**config.mk**
```make
export PLATFORM = sky130hd
export DESIGN_NAME = ps2_host_tx
export DESIGN_NICKNAME = d
export VERILOG_FILES = /design/src/rtl/ps2_host_tx.sv
export SDC_FILE = /design/constraint.sdc
export NUM_CORES = 1
export LEC_CHECK = 0
export ABC_AREA = 1
export ABC_CLOCK_PERIOD_IN_PS = 3300
export BUFFER_PORTS_ARGS = -buffer_cell sky130_fd_sc_hd__buf_2
export CAP_MARGIN = 30
export CORE_ASPECT_RATIO = 1.2
export CORE_UTILIZATION = 45
export CTS_CLUSTER_SIZE = 12
export DETAILED_ROUTE_END_ITERATION = 6
export PLACE_DENSITY = 0.72
export SYNTH_ARGS = -nofsm -noshare
export SYNTH_HDL_FRONTEND = slang
export SYNTH_SLANG_ARGS = --single-unit
```
**constraint.sdc**
```tcl
create_clock -name clk -period 3.3 [get_ports clk]
set_input_delay 0.66 -clock clk [delete_from_list [all_inputs] [get_ports clk]]
set_output_delay 0.66 -clock clk [all_outputs]
set_load 0.02 [all_outputs]
```
**src/rtl/ps2_host_tx.sv**
```systemverilog
// PS/2 host-to-device transmitter. Runs the host request sequence (clock
// inhibit, start bit, release clock), shifts a command byte out on the
// device-generated clock, checks the device ACK, and reports done/err.
// Pad inputs are synchronized and glitch-filtered before any protocol use.
module ps2_host_tx #(
  parameter int INHIBIT_CYCLES = 10000,
  parameter int SETUP_CYCLES   = 20,
  parameter int FILTER_LEN     = 19,
  parameter int TIMEOUT_CYCLES = 200000
) (
  input  logic       clk,
  input  logic       rst_n,
  input  logic [7:0] tx_data,
  input  logic       tx_valid,
  output logic       tx_ready,
  input  logic       kclk_i,
  input  logic       kdata_i,
  output logic       kclk_oe,
  output logic       kdata_oe,
  output logic       done,
  output logic       err
);
  localparam int PW = $clog2(INHIBIT_CYCLES + SETUP_CYCLES + 1);
  localparam int FW = $clog2(FILTER_LEN + 1);
  localparam int TW = $clog2(TIMEOUT_CYCLES + 1);

  typedef enum logic [2:0] {IDLE, INHIBIT, REQ, DATA, ACK, RELEASE} state_t;
  state_t state, state_nxt;

  // bit 0 = clock line, bit 1 = data line
  logic [1:0]         raw, s1, s2, filt;
  logic [1:0][FW-1:0] fcnt;
  logic               kclk_f, kdata_f, kclk_q, fall;

  logic [PW-1:0] pcnt;
  logic [TW-1:0] tcnt;
  logic [3:0]    n;
  logic [7:0]    tx_byte;
  logic          parity;
  logic          data_oe_r;
  logic          in_frame, timeout;

  assign raw = {kdata_i, kclk_i};

  // Two-flop synchronizers; reset to the idle (high) bus level.
  always_ff @(posedge clk) begin
    if (!rst_n) begin
      s1 <= 2'b11;
      s2 <= 2'b11;
    end else begin
      s1 <= raw;
      s2 <= s1;
    end
  end

  // Filter: a line only changes after FILTER_LEN consecutive differing samples.
  always_ff @(posedge clk) begin
    for (int g = 0; g < 2; g++) begin
      if (!rst_n) begin
        fcnt[g] <= '0;
        filt[g] <= 1'b1;
      end else if (s2[g] == filt[g]) begin
        fcnt[g] <= '0;
      end else if (fcnt[g] == FW'(FILTER_LEN - 1)) begin
        fcnt[g] <= '0;
        filt[g] <= s2[g];
      end else begin
        fcnt[g] <= fcnt[g] + FW'(1);
      end
    end
  end

  assign kclk_f  = filt[0];
  assign kdata_f = filt[1];
  assign fall    = kclk_q & ~kclk_f;

  // Previous filtered clock for falling-edge detection.
  always_ff @(posedge clk) begin
    if (!rst_n) kclk_q <= 1'b1;
    else        kclk_q <= kclk_f;
  end

  // The timer holds (cycles since last fall) - 1, so hitting the last value
  // means TIMEOUT_CYCLES cycles have elapsed without a device clock edge.
  assign in_frame = (state == DATA) || (state == ACK) || (state == RELEASE);
  assign timeout  = in_frame && !fall && (tcnt == TW'(TIMEOUT_CYCLES - 1));

  // State register.
  always_ff @(posedge clk) begin
    if (!rst_n) state <= IDLE;
    else        state <= state_nxt;
  end

  // Next state and outputs; pad drives come straight from state so a reset
  // or abort releases both lines immediately.
  always_comb begin
    state_nxt = state;
    tx_ready  = 1'b0;
    kclk_oe   = 1'b0;
    kdata_oe  = 1'b0;
    done      = 1'b0;
    err       = 1'b0;
    case (state)
      IDLE: begin
        tx_ready = 1'b1;
        if (tx_valid) state_nxt = INHIBIT;
      end
      INHIBIT: begin
        kclk_oe = 1'b1;
        if (pcnt == PW'(INHIBIT_CYCLES - 1)) state_nxt = REQ;
      end
      REQ: begin
        kclk_oe  = 1'b1;
        kdata_oe = 1'b1;
        if (pcnt == PW'(SETUP_CYCLES - 1)) state_nxt = DATA;
      end
      DATA: begin
        if (timeout) begin
          err       = 1'b1;
          state_nxt = IDLE;
        end else begin
          kdata_oe = data_oe_r;
          if (fall && n == 4'd9) state_nxt = ACK;
        end
      end
      ACK: begin
        if (timeout) begin
          err       = 1'b1;
          state_nxt = IDLE;
        end else if (fall) begin
          if (!kdata_f) begin
            state_nxt = RELEASE;
          end else begin
            err       = 1'b1;
            state_nxt = IDLE;
          end
        end
      end
      RELEASE: begin
        if (timeout) begin
          err       = 1'b1;
          state_nxt = IDLE;
        end else if (kclk_f && kdata_f) begin
          done      = 1'b1;
          state_nxt = IDLE;
        end
      end
      default: state_nxt = IDLE;
    endcase
  end

  // Datapath: phase counter, byte latch, bit counter, data drive, timer.
  always_ff @(posedge clk) begin
    if (!rst_n) begin
      pcnt      <= '0;
      tcnt      <= '0;
      n         <= '0;
      tx_byte   <= '0;
      parity    <= 1'b0;
      data_oe_r <= 1'b0;
    end else begin
      if ((state == INHIBIT || state == REQ) && state_nxt == state)
        pcnt <= pcnt + PW'(1);
      else
        pcnt <= '0;

      if (state == IDLE && tx_valid) begin
        tx_byte <= tx_data;
        parity  <= ~^tx_data;
      end

      if (state == REQ && state_nxt == DATA) begin
        n         <= '0;
        data_oe_r <= 1'b1;
      end else if (state == DATA && fall) begin
        n <= n + 4'd1;
        // n is the edge count before this fall, so n also indexes the next bit.
        if (n < 4'd8)       data_oe_r <= ~tx_byte[n[2:0]];
        else if (n == 4'd8) data_oe_r <= ~parity;
        else                data_oe_r <= 1'b0;
      end

      if (in_frame && !fall && state_nxt == state) tcnt <= tcnt + TW'(1);
      else                                         tcnt <= '0;
    end
  end
endmodule
```
* Word-level counts from Yosys, hierarchy flattened
Index checks and enable logic that the tools add are counted.
** Word-level totals
- Output and inout port bits :: 5
- Bits in registers :: 66
- Input bits :: 13
** Operators by class
- Mux-type cells :: 29
- Eq/ne operators :: 16
- Bitwise logic cells :: 7
- Add/sub/neg operators :: 5
- Reduce and logical (&&, ||, !) cells :: 25
- $lt $le $gt $ge :: 2
** Operators with widths (number)
- 3-bit two-way mux :: 10
- 18-bit by 1-bit adder with 18-bit output (second input constant) :: 1
- 18-bit equality test (second input constant) :: 1
- 3-bit case mux with 6 select lines :: 1
- 1-bit two-way mux :: 15
- 14-bit by 1-bit adder with 14-bit output (second input constant) :: 1
- 14-bit equality test (second input constant) :: 1
- 14-bit by 5-bit equality test with 1-bit output (second input constant) :: 1
- 5-bit by 1-bit adder with 5-bit output (second input constant) :: 2
- 5-bit equality test (second input constant) :: 2
- 3-bit by 2-bit equality test with 1-bit output (second input constant) :: 3
- 1-bit logical AND :: 9
- 4-bit equality test (second input constant) :: 2
- 2-bit AND reduction :: 4
- 8-bit XNOR reduction :: 1
- 3-bit equality test (second input constant) :: 2
- 1-bit inverter :: 6
- 2-bit OR reduction :: 3
- 3-bit OR reduction :: 2
- 4-bit by 1-bit adder with 4-bit output (second input constant) :: 1
- 3-bit by 4-bit < comparator with 1-bit output (second input constant) :: 1
- 4-bit < comparator (second input constant) :: 1
- 1-bit case mux with 2 select lines :: 2
- 1-bit binary-select mux with 3-bit select :: 1
- 8 further kinds :: 11

* Longest topological paths before layout
Gate-level depths: netlist of run 1.
- Depth in word-level cells :: 10
- Gate-level depth with buffers :: 15
- Mapped depth without buffers :: 14

* Worst setup path after synthesis of run 1
OpenSTA, ideal clock, no wires.
- Path kind :: register -> output
- Start point :: register state[2]
- End point :: output port kdata_oe
- Stages on the path, launching flop included :: 7
- Required time :: 2.640 ns
- Slack :: 1.260 ns
- Arrival :: 1.380 ns
- Path buffers :: 0
- Path through :: dfxtp_1 > inv_2 > nand3_2 > nand3_2 > nand2_2 > nor3_1 > o31ai_1
** Between the ends
- Word-level cells in the longest chain between the ends :: 7
- Elaborated cells on any way between the ends :: 10
** Ends and longest elaborated chain
- start, declared :: line 28 : state_t state, state_nxt;
- start signal, assigned :: line 91 : else state <= state_nxt;
- 3-bit by 2-bit equality test with 1-bit output / 3-bit equality test (equally long branches) :: line 85, 103
- 1-bit logical OR (2 in a row) :: line 85 : assign in_frame = (state == DATA) || (state == ACK) || (state == RELEASE);
- 1-bit logical AND (2 in a row) :: line 86 : assign timeout = in_frame && !fall && (tcnt == TW'(TIMEOUT_CYCLES - 1));
- 1-bit two-way mux :: line 118 : if (timeout) begin
- 1-bit case mux with 2 select lines (*) :: line 103 : case (state)
- end, declared :: line 19 : output logic kdata_oe,
Mark *: on every way between the ends. The rest lies on a longest branch, timed or not.

* Worst setup path in the final report of run 1
- Start point :: register tcnt[0]
- End point :: output port done
** Between the ends
- Word-level cells in the longest chain between the ends :: 4
** Ends and longest elaborated chain
- start, declared :: line 36 : logic [TW-1:0] tcnt;
- start signal, assigned :: line 183 : if (in_frame && !fall && state_nxt == state) tcnt <= tcnt + TW'(1);
- 18-bit equality test :: line 86
- 1-bit logical AND :: line 86
- 1-bit two-way mux :: line 140 : if (timeout) begin
- 1-bit two-way mux :: line 103
- end, declared :: line 20 : output logic done,
Every way passes these cells.

==> impl_results.md, run 1 <==
- Maximum vdd drop: 257 uV
- Syn nets: 449
- Register-to-register setup slack: 1.01 ns
- First DRT Iteration DRCs: 112
- Worst-path clk slew: 0.07 ns
- Fmax: 394 MHz
- Final Hold Viols: 0
- Ranking of synthesized cells by area: dfxtp_1, nor2_4, nand2_1
- Reg2reg path depth: 12
- CTS Buffer Depth: 2
- First-pass GRT wire length: 10300 um
- # Max-Cap Violations: 0
- Reg2reg start: state[0]$_SDFF_PN0_
- Initial antenna violation count: 0
- DIE AREA: 7840 um^2
- I/O pin count: 18
- CP Launch Type: flop
- Non-Filler Instances: 543
- N_diodes: 0
- GR Overflow Total: 0
- Slew Limit Fails: 0
- Post_cts resized: 0
- Area of the mapped netlist: 3370 um^2
- Hold path depth: 1
- Total Neg Setup Slack: 0 ns
- Pwr dens: 427 nW/um^2
- Clock latency on the worst-skew pair: 0.34 ns
- Setup Crit Path Kind: reg2out
- Count of input and output buffers: 17
- Die width: 81.0 um
- Hold Crit Class: reg2reg
- Crit. End Element: output pin
- Largest net degree at the start of global routing: 19
- DP Wirelength: 4240 um
- Cts hold-fix bufs: 0
- GRT Total Usage: 16.8%
- Layout area overhead: 10.3%
- Gp weighted congestion: 0.808
- Hold path start: s1[0]$_SDFF_PN1_
- Crit Path Max Fanout: 4
- Pre-Repair DR Iteration Count: 4
- Wire per inst: 10.5 um
- Die H: 96.8 um
- Clock Sinks: 66
- Post-CTS setup buffer count: 0
- Worst slew pin tran: 0.607 ns
- Critical Path AT: 1.88 ns
- Clock Skews: 0.00794 ns
- Vias in the first global route: 2557
- Final ANT Viol Nets: 0
- Ratio of cells with drive above 1 in the final layout: 17.2%
- Data required, critical path: 2.64 ns
- Core ar.: 7230 um^2
- Hold Crit Endpoint: s2[0]$_SDFF_PN1_
- Total Wirelength: 5720 um
- Post-Place Cells: 527
- Yosys top cell area share: 39.2%
- # DRC: 0
- Power consumption: 1.59 mW
- CTS tree: done
- Root buf cell: clkbuf_8
- # rows: 34
- CTS Buf Count: 9
- Initial Utilization: 46.6%
- CTS H-tree lvls: 3
- Period utilisation layout: 76.8%
- Area leader, netlist: dfxtp_1
- Routed vias: 2596
- RSZ-0062 raised after global routing: no
- Mean post-synth cell area: 7.89 um^2
- Seq/Total Area, Yosys: 39.2%
- RR Endpoint: pcnt[2]$_SDFF_PN0_
- Crit path time final: 2.54 ns
- Status: finished clean
- Yosys reg bits: 66
- Setup violators final: 0
- Lkg Pwr: 1.44 nW
- Synth unique cells: 30
- Max_slew headroom: 59.4%
- Vias per cell: 4.78
- Final #Nets: 470
- YS warnings: 0
- Post-Syn Instances: 427
[per-layer routing]
layer | wire length, um | GRT usage (%)
met1 | 2620 | 19.5
met2 | 2820 | 28.1
met3 | 200 | 4.34
met4 | 85 | 7.97
met5 | 0 | 0
[cells in the mapped netlist]
cell type / number
nand2_1: 66
inv_2: 4
a211o_1: 1
nor2_1: 63
nor2_2: 1
nor2_4: 23
xor2_1: 27
nand2_4: 2
a211oi_1: 1
nand2_2: 8
ha_1: 9
clkbuf_1: 4
nor4_1: 1
buf_8: 2
xnor2_1: 15
nand3_2: 4
or2_2: 4
buf_6: 1
a31oi_1: 2
dfxtp_1: 66
nor3_1: 9
clkinv_1: 1
nand4_1: 8
o21ai_1: 1
inv_1: 47
o211ai_1: 2
a21oi_1: 18
nand3_1: 26
o31ai_1: 1
o21ai_0: 10
[worst max path at each step]
stage                                   start                 end  cells past startpoint
after floorplan           state[2]$_SDFF_PN0_            kdata_oe                      6
after CTS                  tcnt[0]$_SDFF_PN0_                done                      7
after global placement               tx_valid  pcnt[0]$_SDFF_PN0_                     10
final                      tcnt[0]$_SDFF_PN0_                done                      7
after global routing       tcnt[0]$_SDFF_PN0_            kdata_oe                      7
after detailed placement             tx_valid  pcnt[2]$_SDFF_PN0_                     10
[placed cells by master, fill, tap and decap left out, types with 2 or more instances in the layout]
cell	n
inv_1	47
nand2_2	8
dfxtp_1	66
nand2_4	2
a31oi_1	2
o211ai_1	2
a21oi_1	18
xnor2_1	15
clkinvlp_4	2
buf_2	17
nand2_1	66
or2_2	4
clkbuf_8	11
nand3_1	26
o21ai_0	10
ha_1	9
xor2_1	27
nand4_1	8
nor2_1	63
nor3_1	9
inv_2	4
nand3_2	4
nor2_4	23
[state kept, by name, indices dropped and copies added (netlist names)]
signal and count:
data_oe_r 1, fcnt 10, filt 2, kclk_q 1, n 4, parity 1
pcnt 14, s1 2, s2 2, state 3, tcnt 18, tx_byte 8
[logic make-up after synthesis]
logic type | after synthesis | share of synthesized area, %
xor+xnor | 42 | 10.9
buf+inv | 59 | 7.47
fa+ha+maj | 9 | 3.34
compound gates | 36 | 5.83
simple gates | 215 | 33.2
flops | 66 | 39.2
[report_power, final]
group	internal, mW	total (mW)	leakage, nW	switching, mW
Combinational	0.0320	0.0817	0.806	0.0497
Sequential	0.810	0.817	0.535	0.00701
Clock	0.389	0.687	0.0986	0.298
Total	1.23	1.59	1.44	0.355
[layout make-up]
class | count | area, um^2
fill | 708 | 3520
multi-input combinational | 302 | 1800
sequential | 66 | 1320
inverter | 52 | 195
clock buffer | 12 | 155
tap | 90 | 113
timing repair buffer | 17 | 85.1
clock inverter | 4 | 50.0
[through the flow]
| step | util [%] | area (um^2) | hold slack [ns] | worst slack, ns |
|---|---|---|---|---|
| 4_1_cts | 51.4 | 3710 | 0.419 | 0.753 |
| 5_1_grt | 51.4 | 3710 | 0.439 | 0.635 |
| 3_5_place_dp | 48.5 | 3510 | 0.402 | 0.969 |
| 3_3_place_gp | 48.5 | 3510 | 0.400 | 1.07 |
| 6_report | 51.4 | 3710 | 0.414 | 0.765 |
| 2_1_floorplan | - | 3370 | 0.393 | 1.26 |
[critical path, cell delays in order (launching register included)]
cell	delay, ns
dfxtp_1	0.37
ha_1	0.19
nand2_1	0.08
nor2_2	0.14
nand2_1	0.13
nor3_1	0.33
nor3_1	0.12
buf_2	0.18
Power figures use the tool's default switching activity.
==> inputs of run 2 (changes only) <==
- ABC_CLOCK_PERIOD_IN_PS: 3300 -> 2100
- PLACE_DENSITY: 0.72 -> 0.74
- clock period: 3.3 -> 2.1 ns (I/O delays scaled with it)
==> impl_results.md, run 2 (same netlist as run 1, synthesis figures left out) <==
- Status: complete, but fails checks
- Failing checks: setup timing
- Met1 Track Usage GR: 20.3%
- Power consumption: 2.74 mW
- Cell repeated most along the worst path: nand2_1
- Most frequent cells in the layout: nand2_1, nor2_1, dfxtp_1
- Fmax: 475 MHz
- First-pass GRT wire length: 11100 um
- Slowest cell delay on critical path: 0.35 ns
- Initial antenna violation count: 0
- Crit-path cells: inv_2, nor2_2, nand2_1, nor4_2, nand2_1, nor3_4, o31ai_2, buf_4
- CP delay by family, top: simple AND/OR/NAND/NOR gates
- I/O pin count: 18
- Clock Skews: 0.0144 ns
- # DRC: 0
- Maximum vdd drop: 428 uV
- Slowest cell on the critical path: dfxtp_2
- Max_slew headroom: 76.9%
- Initial Utilization: 46.6%
- Routed vias: 2726
- Global routing usage on met3: 4.34%
- GRT busiest layer: met2
- CTS H-tree lvls: 3
- Slew Limit Fails: 0
- RSZ-0062 raised after global routing: yes
- # rows: 34
- Setup violators final: 1
- Largest regs: tcnt (18), pcnt (14), fcnt (10)
- Fill cells: 667
- PnR worst setup slack: -0.00541 ns
- Largest net degree at the start of global routing: 19
- Worst slew pin tran: 0.346 ns
- Final #Nets: 481
- N_diodes: 0
- Layout area overhead: 19.3%
- Crit. End Element: output pin
- Ratio of cells with drive above 1 in the final layout: 25.6%
- Worst-path clk slew: 0.07 ns
- # Max-Cap Violations: 0
- Hold Crit Class: in2reg
- GR Overflow Total: 0
- Crit path buffers/inverters: 2
- CP startpoint: tcnt[8]$_SDFF_PN0_
- Data required, critical path: 1.68 ns
- Die H: 96.8 um
- Most common cell after layout, fill and taps aside: nand2_1
- CP Launch Type: flop
- Gp weighted congestion: 0.902
- Clock Sinks: 66
- Top reg by flops: tcnt
- CTS tree: done
- First DRT Iteration DRCs: 158
- Crit Path Max Fanout: 3
- Global Route met2 Usage: 31.0%
- Wire per inst: 11.6 um
- GRT Total Usage: 18.3%
- Crit path time final: 2.11 ns
- Pwr dens: 681 nW/um^2
- Final ANT Viol Nets: 0
- DIE AREA: 7840 um^2
- Period utilisation layout: 100%
- Design area: 4020 um^2
- Hold path start: kdata_i
- DP Area: 3570 um^2
- Setup WS pre-CTS: 0.0688 ns
- Total Wirelength: 6430 um
- Final Hold Viols: 0
- CTS Buffer Depth: 2
- Cts hold-fix bufs: 0
- DP Wirelength: 4520 um
- Root buf cell: clkbuf_8
- Vias per cell: 4.92
- Count of input and output buffers: 17
- CTS Buf Count: 9
- Core ar.: 7230 um^2
- Largest register FFs: 18
- Clock latency on the worst-skew pair: 0.35 ns
- Pre-Repair DR Iteration Count: 6
- Fin util: 55.6%
- Setup Crit Path Kind: reg2out
- Hold slack: 0.253 ns
- Reg2reg start: tcnt[0]$_SDFF_PN0_
- Vias in the first global route: 2707
- Die width: 81.0 um
- Critical Path AT: 1.69 ns
- Lkg Pwr: 1.56 nW
## run 2: cell count changes in the layout (fill, tap and decap cells not counted), sizes merged
cell and delta:
buf +11, bufinv +2, clkinvlp -2
## run 2: through the flow
step | instances | setup TNS [ns]
floorplan | 427 | 0
global placement | 534 | 0
detailed placement | 534 | 0
CTS | 551 | -0.0544
global route | 554 | -0.310
finish | 554 | -0.00541
## run 2: final cells by class
type                       instances  area, um^2  area share [%]
sequential                        66        1340            33.4
multi-input combinational        302        1930            48.1
tap                               90         113            2.80
clock inverter                     4        98.8            2.46
inverter                          52         195            4.86
timing repair buffer              28         191            4.76
clock buffer                      12         145            3.61
## run 2: final timing paths
path	endpoint	cells after the start	slack, ns
worst max-delay path	kdata_oe	8	-0.005
worst max register to register	pcnt[0]$_SDFF_PN0_	14	0.15
worst min register to register	s2[0]$_SDFF_PN1_	1	0.42
worst min-delay path	s1[1]$_SDFF_PN1_	2	0.25
## run 2: timing repair
| action | CTS | global route |
|---|---|---|
| resized for setup | 10 | 39 |
| setup buffers | 1 | 3 |
| pin swaps | 3 | 7 |
| setup endpoints to repair | 3 | 24 |
## run 2: layer usage
metal / part of all wire, % / up-vias
met5: 0 / -
met4: 2.9 / 0
met3: 3.2 / 17
met2: 52 / 49
met1: 42 / 1258
li1: - / 1402
## run 2: report_power, final
group | total, mW | switching (mW) | internal [mW] | leakage (nW)
sequential | 1.28 | 0.0129 | 1.27 | 0.541
clock | 1.31 | 0.487 | 0.824 | 0.121
combinational | 0.142 | 0.0828 | 0.0596 | 0.901
==> inputs of run 3 (changes only) <==
- ABC_CLOCK_PERIOD_IN_PS: 2100 -> 2600
- PLACE_DENSITY: 0.74 -> 0.72
- clock period: 2.1 -> 2.6 ns (I/O delays scaled with it)
==> impl_results.md, run 3 (same netlist as run 1, synthesis figures left out) <==
- RSZ-0062 raised after global routing: no
- Vias per cell: 4.85
- Layout area overhead: 11.1%
- Count of input and output buffers: 17
- GR Overflow Total: 0
- CTS Buf Count: 9
- Lkg Pwr: 1.46 nW
- Clock Skews: 0.00858 ns
- Fmax: 425 MHz
- CTS Buffer Depth: 2
- # rows: 34
- CTS tree: done
- Hold Crit Class: in2reg
- Pwr dens: 556 nW/um^2
- Core ar.: 7230 um^2
- Final #Nets: 472
- Setup violators final: 0
- Final ANT Viol Nets: 0
- Data required, critical path: 2.08 ns
- Met1 Track Usage GR: 19.1%
- Final Hold Viols: 0
- GRT Total Usage: 17.5%
- Largest register FFs: 18
- Die width: 81.0 um
- Fill cells: 694
- # Max-Cap Violations: 0
- Wire per inst: 11.1 um
- Largest regs: tcnt (18), pcnt (14), fcnt (10)
- Routed vias: 2641
- Cts hold-fix bufs: 0
- Crit. End Element: output pin
- DP Wirelength: 4400 um
- Initial antenna violation count: 0
- Largest net degree at the start of global routing: 19
- DIE AREA: 7840 um^2
- Most frequent cells in the layout: nand2_1, dfxtp_1, nor2_1
- Seq. cell area: 1320 um^2
- Total Wirelength: 6070 um
- Crit path time final: 2.35 ns
- Post-CTS setup buffer count: 0
- Gp weighted congestion: 0.841
- Ratio of cells with drive above 1 in the final layout: 17.8%
- First DRT Iteration DRCs: 126
- I/O pin count: 18
- First-pass GRT wire length: 10600 um
- Root buf cell: clkbuf_8
- Die H: 96.8 um
- GRT busiest layer: met2
- Status: finished clean
- Total Neg Setup Slack: 0 ns
- CTS H-tree lvls: 3
- Maximum vdd drop: 290 uV
- Top reg by flops: tcnt
- Post_cts resized: 0
- Initial Utilization: 46.6%
- N_diodes: 0
- Crit Path Max Fanout: 4
- Multi-input gate area: 1800 um^2
- Post-Place Cells: 529
- Worst-path clk slew: 0.07 ns
- Period utilisation layout: 90.5%
- Worst slew pin tran: 0.595 ns
- Global Route met2 Usage: 30.6%
- Pre-Repair DR Iteration Count: 4
- Critical Path AT: 1.83 ns
- Clock latency on the worst-skew pair: 0.35 ns
- Slew Limit Fails: 0
- Max_slew headroom: 60.2%
- Global routing usage on met3: 3.02%
- Setup Crit Path Kind: reg2out
- CP Launch Type: flop
- # DRC: 0
- Non-Filler Instances: 545
- Vias in the first global route: 2599
- Clock Sinks: 66
==> run 3: cell types whose count changed in the layout (fill, tap and decap cells not counted), sizes merged <==
cell	change
bufinv	-1
clkinv	+2
clkbuf	-3
buf	-9
clkinvlp	+2
==> run 3: layout make-up <==
type / count / area share, %
clock buffers: 9 / 3.31
flip-flops and latches: 66 / 35.3
well taps: 90 / 3.01
repair buffers: 19 / 2.67
inverters: 52 / 5.22
multi-input cells: 302 / 48.0
clock inverters: 7 / 2.51
==> run 3: per-stage QoR <==
| step | setup slack [ns] | hold WS [ns] | power (mW) | instance area, um^2 | util (%) |
|---|---|---|---|---|---|
| CTS | 0.212 | 0.346 | 2.10 | 3740 | 51.7 |
| finish | 0.246 | 0.357 | 2.08 | 3740 | 51.7 |
| global placement | 0.541 | 0.394 | 1.16 | 3520 | 48.7 |
| global route | 0.0433 | 0.352 | 2.15 | 3740 | 51.7 |
| detailed placement | 0.461 | 0.398 | 1.16 | 3520 | 48.7 |
| floorplan | 0.700 | 0.393 | 1.14 | 3370 | - |
==> run 3: critical path: stages (launching register included) <==
cell and delay [ns]:
dfxtp_1 0.37, ha_1 0.20, nand2_1 0.07, nor2_2 0.13, nand2_1 0.12, nor3_1 0.29, nor3_1 0.12, buf_2 0.18
==> run 3: power by group <==
| part | switching (mW) | internal (mW) |
|---|---|---|
| combinational | 0.0627 | 0.0421 |
| clock | 0.404 | 0.537 |
| sequential | 0.00890 | 1.03 |
==> run 3: metal layers <==
layer | wire, um | share of wire, % | vias up
met5 | 0 | 0 | -
met4 | 166 | 2.7 | 0
met3 | 168 | 2.8 | 13
met2 | 3030 | 50 | 32
met1 | 2710 | 45 | 1203
li1 | - | - | 1393
==> run 3: final timing paths <==
kind / startpoint / slack [ns] / cells after the start / endpoint
max: tcnt[0]$_SDFF_PN0_ / 0.25 / 7 / done
min: kdata_i / 0.36 / 2 / s1[1]$_SDFF_PN1_
max reg2reg: tcnt[0]$_SDFF_PN0_ / 0.44 / 13 / pcnt[0]$_SDFF_PN0_
min reg2reg: s1[1]$_SDFF_PN1_ / 0.41 / 1 / s2[1]$_SDFF_PN1_
